[config.mk]
export PLATFORM = sky130hd
export DESIGN_NAME = ir_calc_controller_flat
export DESIGN_NICKNAME = d
export VERILOG_FILES = /design/src/rtl/ir_calc_controller_pkg.sv /design/src/rtl/ir_calc_controller_if.sv /design/src/rtl/ir_calc_controller_bin2bcd_seq.sv /design/src/rtl/ir_calc_controller.sv /design/src/flat_wrapper.sv
export SDC_FILE = /design/constraint.sdc
export NUM_CORES = 1
export LEC_CHECK = 0
export CORE_MARGIN = 3
export CORE_UTILIZATION = 44
export DETAILED_ROUTE_END_ITERATION = 10
export PLACE_DENSITY = 0.6
export SYNTH_ARGS = -nofsm -noshare
export SYNTH_HDL_FRONTEND = slang
export SYNTH_HIERARCHICAL = 1
export SYNTH_SLANG_ARGS = --single-unit
[constraint.sdc]
create_clock -name clk -period 17.9 [get_ports clk]
set_input_delay 1.79 -clock clk [delete_from_list [all_inputs] [get_ports clk]]
set_output_delay 1.79 -clock clk [all_outputs]
set_load 0.1 [all_outputs]
[src/rtl/ir_calc_controller_pkg.sv]
// Shared constants, state encoding and helpers for the IR-remote calculator sequencer.
package ir_calc_controller_pkg;

  localparam logic [7:0] K_PWR     = 8'h12;
  localparam logic [7:0] K_CLR_A   = 8'h0F;
  localparam logic [7:0] K_CLR_B   = 8'h13;
  localparam logic [7:0] K_CLR_ALL = 8'h10;
  localparam logic [7:0] K_ADD     = 8'h1A;
  localparam logic [7:0] K_SUB     = 8'h1E;
  localparam logic [7:0] K_SIGN    = 8'h0C;
  localparam logic [7:0] K_SEL     = 8'h15;

  localparam int unsigned HOLDOFF_CYC_DEF = 25_000_000;

  localparam logic [3:0] BLANK   = 4'hF;
  localparam logic [6:0] SAT_MAG = 7'd99;

  typedef enum logic [2:0] {
    S_OFF,
    S_IDLE,
    S_CALC,
    S_CONV,
    S_WB
  } state_e;

  function automatic logic is_digit(input logic [7:0] c);
    return c <= 8'h09;
  endfunction

  function automatic logic [6:0] bcd_to_bin(input logic [3:0] t, input logic [3:0] u);
    return 7'(t) * 7'd10 + 7'(u);
  endfunction

endpackage

[src/rtl/ir_calc_controller_if.sv]
// Command byte handshake from the IR decoder into the calculator sequencer.
interface ir_calc_controller_if;
  logic       cmd_valid;
  logic [7:0] cmd;
  logic       cmd_ready;

  modport master (output cmd_valid, output cmd, input cmd_ready);
  modport slave  (input cmd_valid, input cmd, output cmd_ready);
endinterface

[src/rtl/ir_calc_controller_bin2bcd_seq.sv]
// Sequential binary-to-BCD converter for 0..99: subtracts 10 once per cycle,
// so it needs floor(mag/10)+1 cycles after start before done pulses.
module bin2bcd_seq (
  input  logic       clk,
  input  logic       rst_n,
  input  logic       start_i,
  input  logic [6:0] mag_i,
  output logic       done_o,
  output logic [3:0] tens_o,
  output logic [3:0] units_o
);

  logic [6:0] rem_q, rem_d;
  logic [3:0] tens_q, tens_d;
  logic       run_q, run_d;

  always_comb begin
    rem_d  = rem_q;
    tens_d = tens_q;
    run_d  = run_q;
    if (start_i) begin
      rem_d  = mag_i;
      tens_d = 4'd0;
      run_d  = 1'b1;
    end else if (run_q) begin
      if (rem_q >= 7'd10) begin
        rem_d  = rem_q - 7'd10;
        tens_d = tens_q + 4'd1;
      end else begin
        run_d = 1'b0;
      end
    end
  end

  always_ff @(posedge clk or negedge rst_n) begin
    if (!rst_n) begin
      rem_q  <= 7'd0;
      tens_q <= 4'd0;
      run_q  <= 1'b0;
    end else begin
      rem_q  <= rem_d;
      tens_q <= tens_d;
      run_q  <= run_d;
    end
  end

  // The remainder is below ten exactly on the last running cycle.
  assign done_o  = run_q && (rem_q < 7'd10);
  assign tens_o  = tens_q;
  assign units_o = rem_q[3:0];

endmodule

[src/rtl/ir_calc_controller.sv]
// IR-remote calculator sequencer: power, two signed BCD operands, add/sub with saturation.
// Optional repeat suppression of identical commands is enabled by defining CALC_HOLDOFF_EN.
module ir_calc_controller
  import ir_calc_controller_pkg::*;
(
  input  logic                 clk,
  input  logic                 rst_n,
  ir_calc_controller_if.slave  cmd_if,
  output logic                 pwr_on_o,
  output logic                 sel_b_o,
  output logic                 a_neg_o,
  output logic [3:0]           a_tens_o,
  output logic [3:0]           a_units_o,
  output logic                 b_neg_o,
  output logic [3:0]           b_tens_o,
  output logic [3:0]           b_units_o,
  output logic                 ovf_o,
  output logic                 busy_o
);

`ifdef CALC_HOLDOFF_EN
  parameter int unsigned HOLDOFF_CYC = HOLDOFF_CYC_DEF;
`endif

  state_e     state_q, state_d;
  logic       pwr_q, pwr_d;
  logic       sel_b_q, sel_b_d;
  logic       a_neg_q, a_neg_d;
  logic [3:0] a_tens_q, a_tens_d;
  logic [3:0] a_units_q, a_units_d;
  logic       b_neg_q, b_neg_d;
  logic [3:0] b_tens_q, b_tens_d;
  logic [3:0] b_units_q, b_units_d;
  logic       ovf_q, ovf_d;
  logic       busy_q, busy_d;
  logic       op_sub_q, op_sub_d;
  logic       res_neg_q, res_neg_d;
  logic [6:0] res_mag_q, res_mag_d;

  logic       accept;
  logic       suppress;
  logic       act;

  assign cmd_if.cmd_ready = (state_q == S_OFF) || (state_q == S_IDLE);
  assign accept           = cmd_if.cmd_valid && cmd_if.cmd_ready;
  assign act              = accept && !suppress;

`ifdef CALC_HOLDOFF_EN
  logic [31:0] hold_cnt_q;
  logic [7:0]  last_cmd_q;

  assign suppress = (hold_cnt_q != 32'd0) && (cmd_if.cmd == last_cmd_q);

  // The window restarts on every accept, including suppressed repeats.
  always_ff @(posedge clk or negedge rst_n) begin
    if (!rst_n) begin
      hold_cnt_q <= 32'd0;
      last_cmd_q <= 8'd0;
    end else if (accept) begin
      hold_cnt_q <= HOLDOFF_CYC;
      last_cmd_q <= cmd_if.cmd;
    end else if (hold_cnt_q != 32'd0) begin
      hold_cnt_q <= hold_cnt_q - 32'd1;
    end
  end
`else
  assign suppress = 1'b0;
`endif

  logic [7:0] va, vb;
  logic [8:0] r, r_abs;
  logic       sat;
  logic [6:0] calc_mag;
  logic       conv_done;
  logic [3:0] conv_tens, conv_units;

  // Signed operand values in two's complement; result range is -198..198.
  always_comb begin
    va       = a_neg_q ? -{1'b0, bcd_to_bin(a_tens_q, a_units_q)} : {1'b0, bcd_to_bin(a_tens_q, a_units_q)};
    vb       = b_neg_q ? -{1'b0, bcd_to_bin(b_tens_q, b_units_q)} : {1'b0, bcd_to_bin(b_tens_q, b_units_q)};
    r        = op_sub_q ? ({va[7], va} - {vb[7], vb}) : ({va[7], va} + {vb[7], vb});
    r_abs    = r[8] ? -r : r;
    sat      = r_abs > 9'd99;
    calc_mag = sat ? SAT_MAG : r_abs[6:0];
  end

  bin2bcd_seq u_conv (
    .clk     (clk),
    .rst_n   (rst_n),
    .start_i (state_q == S_CALC),
    .mag_i   (calc_mag),
    .done_o  (conv_done),
    .tens_o  (conv_tens),
    .units_o (conv_units)
  );

  always_comb begin
    state_d   = state_q;
    pwr_d     = pwr_q;
    sel_b_d   = sel_b_q;
    a_neg_d   = a_neg_q;
    a_tens_d  = a_tens_q;
    a_units_d = a_units_q;
    b_neg_d   = b_neg_q;
    b_tens_d  = b_tens_q;
    b_units_d = b_units_q;
    ovf_d     = ovf_q;
    busy_d    = busy_q;
    op_sub_d  = op_sub_q;
    res_neg_d = res_neg_q;
    res_mag_d = res_mag_q;

    case (state_q)
      S_OFF: begin
        if (act && (cmd_if.cmd == K_PWR)) begin
          state_d   = S_IDLE;
          pwr_d     = 1'b1;
          sel_b_d   = 1'b0;
          a_neg_d   = 1'b0;
          a_tens_d  = 4'd0;
          a_units_d = 4'd0;
          b_neg_d   = 1'b0;
          b_tens_d  = 4'd0;
          b_units_d = 4'd0;
          ovf_d     = 1'b0;
        end
      end

      S_IDLE: begin
        if (act) begin
          if (is_digit(cmd_if.cmd)) begin
            if (sel_b_q) begin
              b_tens_d  = b_units_q;
              b_units_d = cmd_if.cmd[3:0];
            end else begin
              a_tens_d  = a_units_q;
              a_units_d = cmd_if.cmd[3:0];
            end
          end else begin
            case (cmd_if.cmd)
              K_SEL:  sel_b_d = !sel_b_q;
              K_SIGN: begin
                if (sel_b_q) b_neg_d = !b_neg_q;
                else         a_neg_d = !a_neg_q;
              end
              K_CLR_A: begin
                a_neg_d   = 1'b0;
                a_tens_d  = 4'd0;
                a_units_d = 4'd0;
              end
              K_CLR_B: begin
                b_neg_d   = 1'b0;
                b_tens_d  = 4'd0;
                b_units_d = 4'd0;
              end
              K_CLR_ALL: begin
                a_neg_d   = 1'b0;
                a_tens_d  = 4'd0;
                a_units_d = 4'd0;
                b_neg_d   = 1'b0;
                b_tens_d  = 4'd0;
                b_units_d = 4'd0;
                sel_b_d   = 1'b0;
                ovf_d     = 1'b0;
              end
              K_PWR: begin
                state_d   = S_OFF;
                pwr_d     = 1'b0;
                sel_b_d   = 1'b0;
                a_neg_d   = 1'b0;
                a_tens_d  = BLANK;
                a_units_d = BLANK;
                b_neg_d   = 1'b0;
                b_tens_d  = BLANK;
                b_units_d = BLANK;
                ovf_d     = 1'b0;
              end
              K_ADD, K_SUB: begin
                op_sub_d = (cmd_if.cmd == K_SUB);
                busy_d   = 1'b1;
                state_d  = S_CALC;
              end
              default: ;
            endcase
          end
        end
      end

      S_CALC: begin
        res_neg_d = r[8];
        res_mag_d = calc_mag;
        ovf_d     = sat;
        state_d   = S_CONV;
      end

      S_CONV: begin
        if (conv_done) state_d = S_WB;
      end

      // A zero result never shows as negative.
      S_WB: begin
        a_tens_d  = conv_tens;
        a_units_d = conv_units;
        a_neg_d   = res_neg_q && (res_mag_q != 7'd0);
        b_neg_d   = 1'b0;
        b_tens_d  = 4'd0;
        b_units_d = 4'd0;
        busy_d    = 1'b0;
        state_d   = S_IDLE;
      end

      default: state_d = S_OFF;
    endcase
  end

  always_ff @(posedge clk or negedge rst_n) begin
    if (!rst_n) begin
      state_q   <= S_OFF;
      pwr_q     <= 1'b0;
      sel_b_q   <= 1'b0;
      a_neg_q   <= 1'b0;
      a_tens_q  <= BLANK;
      a_units_q <= BLANK;
      b_neg_q   <= 1'b0;
      b_tens_q  <= BLANK;
      b_units_q <= BLANK;
      ovf_q     <= 1'b0;
      busy_q    <= 1'b0;
      op_sub_q  <= 1'b0;
      res_neg_q <= 1'b0;
      res_mag_q <= 7'd0;
    end else begin
      state_q   <= state_d;
      pwr_q     <= pwr_d;
      sel_b_q   <= sel_b_d;
      a_neg_q   <= a_neg_d;
      a_tens_q  <= a_tens_d;
      a_units_q <= a_units_d;
      b_neg_q   <= b_neg_d;
      b_tens_q  <= b_tens_d;
      b_units_q <= b_units_d;
      ovf_q     <= ovf_d;
      busy_q    <= busy_d;
      op_sub_q  <= op_sub_d;
      res_neg_q <= res_neg_d;
      res_mag_q <= res_mag_d;
    end
  end

  assign pwr_on_o  = pwr_q;
  assign sel_b_o   = sel_b_q;
  assign a_neg_o   = a_neg_q;
  assign a_tens_o  = a_tens_q;
  assign a_units_o = a_units_q;
  assign b_neg_o   = b_neg_q;
  assign b_tens_o  = b_tens_q;
  assign b_units_o = b_units_q;
  assign ovf_o     = ovf_q;
  assign busy_o    = busy_q;

endmodule

[src/flat_wrapper.sv]
// flat-port wrapper written by rule: the top's interface ports become plain ports
module ir_calc_controller_flat import ir_calc_controller_pkg::*;
  (clk, rst_n, pwr_on_o, sel_b_o, a_neg_o, a_tens_o, a_units_o, b_neg_o, b_tens_o, b_units_o, ovf_o, busy_o, cmd_if_cmd_valid, cmd_if_cmd, cmd_if_cmd_ready);
  ir_calc_controller_if cmd_if_i ();
  input  logic clk;
  input  logic rst_n;
  output logic pwr_on_o;
  output logic sel_b_o;
  output logic a_neg_o;
  output logic [3:0] a_tens_o;
  output logic [3:0] a_units_o;
  output logic b_neg_o;
  output logic [3:0] b_tens_o;
  output logic [3:0] b_units_o;
  output logic ovf_o;
  output logic busy_o;
  input wire logic [$bits(cmd_if_i.cmd_valid)-1:0] cmd_if_cmd_valid;
  input wire logic [$bits(cmd_if_i.cmd)-1:0] cmd_if_cmd;
  output wire logic [$bits(cmd_if_i.cmd_ready)-1:0] cmd_if_cmd_ready;
  assign cmd_if_i.cmd_valid = cmd_if_cmd_valid;
  assign cmd_if_i.cmd = cmd_if_cmd;
  assign cmd_if_cmd_ready = cmd_if_i.cmd_ready;
  ir_calc_controller u_core (.clk(clk), .rst_n(rst_n), .cmd_if(cmd_if_i), .pwr_on_o(pwr_on_o), .sel_b_o(sel_b_o), .a_neg_o(a_neg_o), .a_tens_o(a_tens_o), .a_units_o(a_units_o), .b_neg_o(b_neg_o), .b_tens_o(b_tens_o), .b_units_o(b_units_o), .ovf_o(ovf_o), .busy_o(busy_o));
endmodule
==> results of run 1 <==
-- routing by layer --
metal | vias to the layer above | track usage | share of wire
li1 | 1910 | - | -
met1 | 1764 | 0.278 | 0.51
met2 | 61 | 0.296 | 0.45
met3 | 12 | 0.0210 | 0.030
met4 | 0 | 0.0513 | 0.018
met5 | - | 0 | 0
-- cells in the mapped netlist (all sizes together), types with 4 or more instances --
master,n,area [sq um]
o211ai,8,60.1
inv,28,105
mux2,9,101
dfstp,16,420
or4,4,30.0
ha,26,325
fa,5,100
and2,5,31.3
clkbuf,16,60.1
or2,6,37.5
a21oi,26,130
xnor2,22,193
buf,8,61.3
nor2,60,225
nand2b,12,75.1
nor2b,11,68.8
a211oi,10,80.1
nor4,5,31.3
nand2,44,165
o31ai,6,45.0
dfrtp,30,751
or3b,5,43.8
nor3,13,70.1
a31oi,14,93.8
xor2,14,123
o21ai,34,170
mux2i,7,70.1
nand3,14,75.1
-- final cells by class --
| type | instances | area share |
|---|---|---|
| Multi-Input combinational cell | 422 | 0.603 |
| Timing Repair Buffer | 36 | 0.0729 |
| Tap cell | 129 | 0.0338 |
| Clock inverter | 2 | 0.00787 |
| Inverter | 28 | 0.0220 |
| Clock buffer | 6 | 0.0152 |
| Sequential cell | 46 | 0.245 |
-- state kept, by name (all words and copies together), names as in the netlist, 3 cells and up --
register	flops
u_core/b_units_o	4
u_core/res_mag_q	7
u_core/a_units_o	4
u_core/state_q	3
u_core/u_conv/rem_q	7
u_core/b_tens_o	4
u_core/u_conv/tens_o	4
u_core/a_tens_o	4
-- worst max-delay path: stages (launching register included) --
cell	delay [ns]
sky130_fd_sc_hd__dfstp_2	0.60
sky130_fd_sc_hd__ha_1	0.25
sky130_fd_sc_hd__ha_1	0.21
sky130_fd_sc_hd__fa_1	0.56
sky130_fd_sc_hd__nor2b_1	0.07
sky130_fd_sc_hd__a32oi_1	0.32
sky130_fd_sc_hd__nand3_1	0.16
sky130_fd_sc_hd__and4_1	0.22
sky130_fd_sc_hd__or4_1	0.53
sky130_fd_sc_hd__xnor2_1	0.15
sky130_fd_sc_hd__ha_1	0.36
sky130_fd_sc_hd__or3b_2	0.21
sky130_fd_sc_hd__o311a_1	0.17
sky130_fd_sc_hd__nand3_2	0.13
sky130_fd_sc_hd__or4_1	0.55
sky130_fd_sc_hd__or4_1	0.44
sky130_fd_sc_hd__a31oi_1	0.20
sky130_fd_sc_hd__mux2i_1	0.12
sky130_fd_sc_hd__a311oi_2	0.29
sky130_fd_sc_hd__a41o_1	0.34
sky130_fd_sc_hd__nand2_1	0.09
sky130_fd_sc_hd__a22oi_1	0.18
sky130_fd_sc_hd__o41ai_1	0.10
-- per-stage QoR --
stage / setup slack [ns] / cell area (sq um) / hold slack, ns / std cells
finish: 11.51 / 4770 / 0.490 / 669
global route: 11.05 / 4770 / 0.521 / 669
CTS: 11.52 / 4770 / 0.498 / 669
detailed placement: 11.51 / 4660 / 0.477 / 661
global placement: 11.73 / 4660 / 0.472 / 661
floorplan: 11.66 / 4270 / 0.448 / 520
-- worst max path at each step --
| stage | from | end | slack, ns |
|---|---|---|---|
| 6_report | u_core/a_tens_o[3]$_DFFE_PN1P_ | u_core/u_conv/rem_q[5]$_DFFE_PN0P_ | 11.51 |
| 3_3_place_gp | u_core/a_tens_o[3]$_DFFE_PN1P_ | u_core/u_conv/rem_q[5]$_DFFE_PN0P_ | 11.73 |
| 2_1_floorplan | u_core/a_tens_o[3]$_DFFE_PN1P_ | u_core/u_conv/rem_q[0]$_DFFE_PN0P_ | 11.66 |
| 5_1_grt | u_core/a_tens_o[3]$_DFFE_PN1P_ | u_core/u_conv/rem_q[5]$_DFFE_PN0P_ | 11.05 |
| 4_1_cts | u_core/a_tens_o[1]$_DFFE_PN1P_ | u_core/u_conv/rem_q[5]$_DFFE_PN0P_ | 11.52 |
| 3_5_place_dp | u_core/a_tens_o[1]$_DFFE_PN1P_ | u_core/u_conv/rem_q[5]$_DFFE_PN0P_ | 11.51 |
-- cells in the final DEF (no fill, tap or decap), types with 4 or more instances in the layout --
cell and instances:
sky130_fd_sc_hd__xnor2_1 22, sky130_fd_sc_hd__a21oi_1 26, sky130_fd_sc_hd__fa_1 5, sky130_fd_sc_hd__nor4_1 5
sky130_fd_sc_hd__o211ai_1 8, sky130_fd_sc_hd__mux2i_1 7, sky130_fd_sc_hd__or2_2 4, sky130_fd_sc_hd__clkbuf_8 5
sky130_fd_sc_hd__dfstp_2 16, sky130_fd_sc_hd__inv_1 28, sky130_fd_sc_hd__clkdlybuf4s50_1 32, sky130_fd_sc_hd__o31ai_1 6
sky130_fd_sc_hd__nor3_1 12, sky130_fd_sc_hd__nand2b_1 12, sky130_fd_sc_hd__nand2_1 44, sky130_fd_sc_hd__ha_1 26
sky130_fd_sc_hd__nor2b_1 11, sky130_fd_sc_hd__xor2_1 14, sky130_fd_sc_hd__nor2_1 60, sky130_fd_sc_hd__a211oi_1 9
sky130_fd_sc_hd__and2_1 5, sky130_fd_sc_hd__o21ai_1 5, sky130_fd_sc_hd__o21ai_0 29, sky130_fd_sc_hd__nand3_1 13
sky130_fd_sc_hd__mux2_2 8, sky130_fd_sc_hd__dfrtp_1 30, sky130_fd_sc_hd__a31oi_1 13, sky130_fd_sc_hd__or4_1 4
-- logic make-up after synthesis --
group,share of synthesized area
xor+xnor,0.0794
buf+inv,0.0530
fa+ha+maj,0.0996
flops,0.274
mux,0.0401
compound gates,0.218
simple gates,0.236
==> run summary, run 1 <==
The synthesized design contains 46 register bits. In this run the register-to-register setup slack is 11.51 ns. Setup repair after global routing left no endpoint under its margin. Layout overhead on the synthesized area: 11.7%. The required time at the worst-slack endpoint is 18.05 ns, and the share of flip-flops with an asynchronous set or reset after synthesis is 1.00. The average via count per standard cell came out at 5.60. Along the worst path, the maximum fanout reaches 9. The number of buffers added to fix hold violations after cts is 0, and the HPWL reported at the end of detailed placement is 7.87 mm.

The largest clock skew in the final design came out at 0.00664 ns. The endpoint identified for the worst register-to-register timing path is u_core/u_conv/rem_q[5]$_DFFE_PN0P_. At the pin with the least slew margin, the transition time is 1.00 ns. The tools report the via total after detailed routing as 3,747. The total count of max-transition violations in the final report is 0. In this run, distinct cell masters in the synthesized netlist total 71.

The number of nets handed over by synthesis was 562. The path with the worst hold slack has its endpoint at u_core/pwr_on_o$_DFFE_PN0P_. The maximum clock frequency was 156 MHz. The critical path class was reg2reg. 0 antenna diodes ended up in the layout.

In this run the post-CTS setup repair buffer count came out at 0. Across the run, the number of max-cap violations was 0. The number of flops mapped to enable cells by yosys was 0; the floorplan core area was 9330 sq um. At the end of routability-driven placement, the weighted congestion stood at 0.850. The die is 105 um wide. The run gives 2880 sq um as the area used by multi-input combinational logic.

The tools report the count of final setup violators as 0. The worst register-to-register path has a depth of 22. In this run the most critical hold path is launched from u_core/pwr_on_o$_DFFE_PN0P_. The die covers 10,900 sq um.

The run finished with clean final reports. Counting I/O delays and the setup requirement, the final critical path takes 6.39 ns. The cell count after synthesis came out at 520.

The number of fillers in the final layout is 893. The logs give 0.511 for the final cell utilization of the core and 6.55 ns for the worst endpoint data arrival time. The clock tree synthesis step divided the H-tree into 2 levels. The run gives 0 as the DRC violation count after routing. For this run, the leading register cell type out of synthesis is sky130_fd_sc_hd__dfrtp_1. Relative slew slack: 0.332. The logs give 34 for the number of top-level pins and 0.274 for the sequential fraction of the synthesis area.

The run gives 0.190 as the overall global routing resource usage. The register area was 1170 sq um. The final count of hold timing violations was 0.

The tools report the clock latency of the later-clocked register in the worst-skew pair as 0.30 ns. The starting density of the core was 0.458; the number of sinks driven by the clock tree was 46. The via count of the first global-routing pass was 3,493; the hold path depth was 2.

Clock tree synthesis inserted a total of 5 buffers. Post-CTS repair changed the size of 0 cells. TritonCTS built the clock tree.

The first-pass GRT wire length is 17.4 mm. The post-synthesis average cell area is 8.22 sq um. The total overflow left after global routing is 0. Once detail routing completed, the nets flagged for antenna violations numbered 0. Wires add up to 10.2 mm. No sink is reached through more buffers than the 2 on the longest clock path. The floorplan row count was 35; the accumulated negative setup slack was 0 ns. STA classifies the critical path startpoint as a register. After the last flow step, the layout net total stands at 581.

The path class of the tightest hold or removal check is reg2reg. Share of cells above drive strength 1: 0.0907. The average routed wire per standard cell came out at 15.2 um.

Critical path endpoint category: a register. The cell at the root of the clock tree was sky130_fd_sc_hd__clkbuf_8. For this run, the number of Yosys warnings is 6. The count of buffers added on input and output ports is 33.

The CTS clock-pin slew for the worst setup and hold paths is 0.09 ns, and the detailed-routing iteration count for the pre-antenna-repair pass is 5. The fraction of the cycle the final worst path needs is 0.357, and the number of antenna violations at the first check in global routing is 0. The run gives 221 as the number of violations reported at the end of detailed-routing iteration 0. The post-synthesis instance area is 4270 sq um. In this run the critical register-to-register path is launched from u_core/a_tens_o[3]$_DFFE_PN1P_.

The floorplan step set the die height to 105 um. Pin count of the biggest net entering global routing: 47.
Power of run 1 is left out: the tool's default activity adds up to more than one toggle a clock period on the data nets, which glitch-free logic cannot reach.
==> inputs of run 2 (changes only) <==
--- a/config.mk
+++ b/config.mk
@@ -8,7 +8,7 @@
 export CORE_MARGIN = 3
 export CORE_UTILIZATION = 44
 export DETAILED_ROUTE_END_ITERATION = 10
-export PLACE_DENSITY = 0.6
+export PLACE_DENSITY = 0.62
 export SYNTH_ARGS = -nofsm -noshare
 export SYNTH_HDL_FRONTEND = slang
 export SYNTH_HIERARCHICAL = 1
==> constraint.sdc (replaced) <==
create_clock -name clk -period 5.4 [get_ports clk]
set_input_delay 0.54 -clock clk [delete_from_list [all_inputs] [get_ports clk]]
set_output_delay 0.54 -clock clk [all_outputs]
set_load 0.1 [all_outputs]
==> run 2 against run 1 <==
The run now ends with setup timing left. Sequential cell count is the same. Hold slack lost 0.083 ns. Critical path depth grew 1. First-iteration DRC count grew 3.2%. Core utilization grew 7.5 points. Via count grew 9.4%. Cell count grew 11%. Clock-buffer cell count is the same. Clock skew is essentially flat.
==> run summary, run 2 (synthesis results as in run 1) <==
The flow ran to the end, but the final reports show violations. The final reports fail on setup timing. The tools report the number of clock buffers inserted by TritonCTS as 5 (unchanged). The worst setup path is captured at a register. The count of final setup violators is 15 (+15). The required time at the worst-slack endpoint came out at 5.59 ns (-12.46 ns). The starting density of the core came out at 0.458 (unchanged). Fraction of the cycle the final worst path needs: 1.09 (+0.734). The die height is 105 um (unchanged).

The tools report the detailed-routing iteration count for the pre-antenna-repair pass as 5 (unchanged). The library cell used most frequently in the layout, excluding fill and tap cells, is sky130_fd_sc_hd__buf_4. The smallest setup slack after layout was -0.494 ns (-12.00 ns). Setup repair after global routing could not meet its margin everywhere. The total overflow reported by the global router came out at 0 (unchanged).

The H-tree level count is 2 (unchanged), and the accumulated negative setup slack is -5.86 ns (-5.86 ns). Average via count per standard cell: 5.51 (-1.6%). In the final layout, the registers with the most flip-flops are u_core/res_mag_q x7, u_core/u_conv/rem_q x7. The detailed-route wire length was 11.5 mm (+13%); the number of input and output port buffers inserted was 33 (unchanged).

The measured slew at the worst slew-check pin came out at 1.15 ns (+0.151 ns). The routability-driven placement congestion ratio was 0.921 (+8.4%); the pin count of the biggest net entering global routing was 47 (unchanged). The relative slew slack is 0.230 (-0.102), and the final count of hold timing violations is 0 (unchanged). The average routed wire per standard cell was 15.4 um (+1.3%); the CTS clock-pin slew for the worst setup and hold paths was 0.09 ns (about the same). The worst setup path is of the reg2reg kind. The share of cells above drive strength 1 came out at 0.233 (+0.142).

The startpoint class of the critical path was a register. The min-delay analysis places its worst path in the category in2async. The highest net fanout along the worst path works out to 3 (-6). The number of violations reported at the end of detailed-routing iteration 0 came out at 228 (+3.2%). The logs give 34 (unchanged) for the number of top-level pins and 46 (unchanged) for the number of sinks driven by the clock tree. In this run the clock root is driven by a sky130_fd_sc_hd__clkbuf_8. For the maximum count of clock buffers along a single path, the log shows 2 (unchanged).

The number of antenna violations at the first check in global routing was 0 (unchanged). The tools report the floorplan row count as 35 (unchanged). The die area is 10,900 sq um (unchanged), and the clock latency of the later-clocked register in the worst-skew pair is 0.30 ns (about the same). The residual antenna-violating net count after detailed routing is 0 (unchanged), and the clock period minus final worst setup slack is 5.89 ns (-0.497 ns). The floorplan core area came out at 9330 sq um (unchanged). The width of the die was 105 um (unchanged); the first-pass GRT wire length was 19.3 mm (+11%).

The maximum clock frequency was 170 MHz (+8.4%); the via total after detailed routing was 4,101 (+9.4%). The via count of the first global-routing pass is 4,009 (+15%). The DRC violation count after routing is 0 (unchanged). The total number of nets in the final design was 656 (+13%); the number of maximum-capacitance violations was 0 (unchanged). For the smallest hold slack, the log shows 0.407 ns (-0.0829 ns).

HPWL reported at the end of detailed placement: 8.83 mm (+12%). The number of fillers in the final layout is 849 (-4.9%), and the layout overhead on the synthesized area is 28.1%. The worst endpoint data arrival time was 6.08 ns (-0.47 ns); the overall global routing resource usage was 0.214 (+0.0241). The logs give 0.00702 ns (+0.000380 ns) for the largest clock skew in the final design and 0 (unchanged) for the count of antenna diodes in the layout. TritonCTS built the clock tree. The run gives -0.593 ns (-12.10 ns) as the placement-stage worst setup slack. The tools report the total count of max-transition violations in the final report as 0 (unchanged). The library cells used most frequently in the layout, excluding fill and tap cells, are 77 x sky130_fd_sc_hd__buf_4, 59 x sky130_fd_sc_hd__nor2_1, 44 x sky130_fd_sc_hd__nand2_1.
## run 2: cell count changes in the layout (fill, tap and decap cells not counted), sizes merged
cell | before | now
buf | 4 | 79
## run 2: through the flow
| step | cells | instance area (sq um) | utilization |
|---|---|---|---|
| after global placement | 729 | 5220 | 0.559 |
| after CTS | 739 | 5380 | 0.577 |
| after floorplan | 520 | 4320 | - |
| after global routing | 744 | 5470 | 0.587 |
| after detailed placement | 729 | 5220 | 0.559 |
| final | 744 | 5470 | 0.587 |
## run 2: area by class of cell
class | instances | area (sq um) | share of cell area
well taps | 129 | 161 | 0.0295
flip-flops and latches | 46 | 1180 | 0.215
repair buffers | 111 | 915 | 0.167
multi-input cells | 422 | 3000 | 0.549
clock inverters | 2 | 37.5 | 0.00686
inverters | 28 | 105 | 0.0192
clock buffers | 6 | 72.6 | 0.0133
## run 2: worst max-delay path, cell delays in order, from the launching register on
cell and delay [ns]:
sky130_fd_sc_hd__dfstp_4 0.64, sky130_fd_sc_hd__ha_4 0.21, sky130_fd_sc_hd__ha_4 0.15, sky130_fd_sc_hd__fa_2 0.55, sky130_fd_sc_hd__buf_4 0.12, sky130_fd_sc_hd__a32oi_2 0.12
sky130_fd_sc_hd__nand4_1 0.14, sky130_fd_sc_hd__a21oi_1 0.09, sky130_fd_sc_hd__or4_4 0.56, sky130_fd_sc_hd__xnor2_1 0.15, sky130_fd_sc_hd__ha_1 0.33, sky130_fd_sc_hd__buf_4 0.15
sky130_fd_sc_hd__buf_4 0.13, sky130_fd_sc_hd__o211ai_1 0.10, sky130_fd_sc_hd__nand3_2 0.11, sky130_fd_sc_hd__or4_4 0.54, sky130_fd_sc_hd__o21ai_0 0.56, sky130_fd_sc_hd__a31oi_4 0.16
sky130_fd_sc_hd__mux2i_1 0.19, sky130_fd_sc_hd__a311oi_2 0.09, sky130_fd_sc_hd__buf_4 0.16, sky130_fd_sc_hd__buf_4 0.12, sky130_fd_sc_hd__and2b_1 0.17, sky130_fd_sc_hd__mux2_2 0.26
## run 2: path summary, 6_finish.rpt
| kind | depth (start not counted) | to | slack, ns | from |
|---|---|---|---|---|
| setup reg to reg | 23 | u_core/res_mag_q[3]$_DFFE_PN0P_ | -0.49 | u_core/a_tens_o[3]$_DFFE_PN1P_ |
| setup / recovery | 23 | u_core/res_mag_q[3]$_DFFE_PN0P_ | -0.49 | u_core/a_tens_o[3]$_DFFE_PN1P_ |
| max in group asynchronous | 1 | u_core/u_conv/rem_q[1]$_DFFE_PN0P_ | 4.37 | rst_n |
| min in group clk | 2 | u_core/res_neg_q$_DFFE_PN0P_ | 0.50 | u_core/res_neg_q$_DFFE_PN0P_ |
| hold reg to reg | 2 | u_core/res_neg_q$_DFFE_PN0P_ | 0.50 | u_core/res_neg_q$_DFFE_PN0P_ |
| hold / removal | 1 | u_core/sel_b_o$_DFFE_PN0P_ | 0.41 | rst_n |
## run 2: metal layers
| metal | routed length [um] | GRT usage | vias to the layer above |
|---|---|---|---|
| li1 | - | - | 2060 |
| met1 | 5410 | 0.297 | 1937 |
| met2 | 5430 | 0.357 | 88 |
| met3 | 433 | 0.0198 | 16 |
| met4 | 188 | 0.0560 | 0 |
| met5 | 0 | 0 | - |
## run 2: what timing repair did
item                                    4_1_cts  5_1_grt
endpoints found under the setup margin       15       15
hold buffers                                  0        0
pin swaps                                    11        5
setup buffers                                 2        5
gates resized for setup                       7       12
Power of run 2 is left out for the same reason.
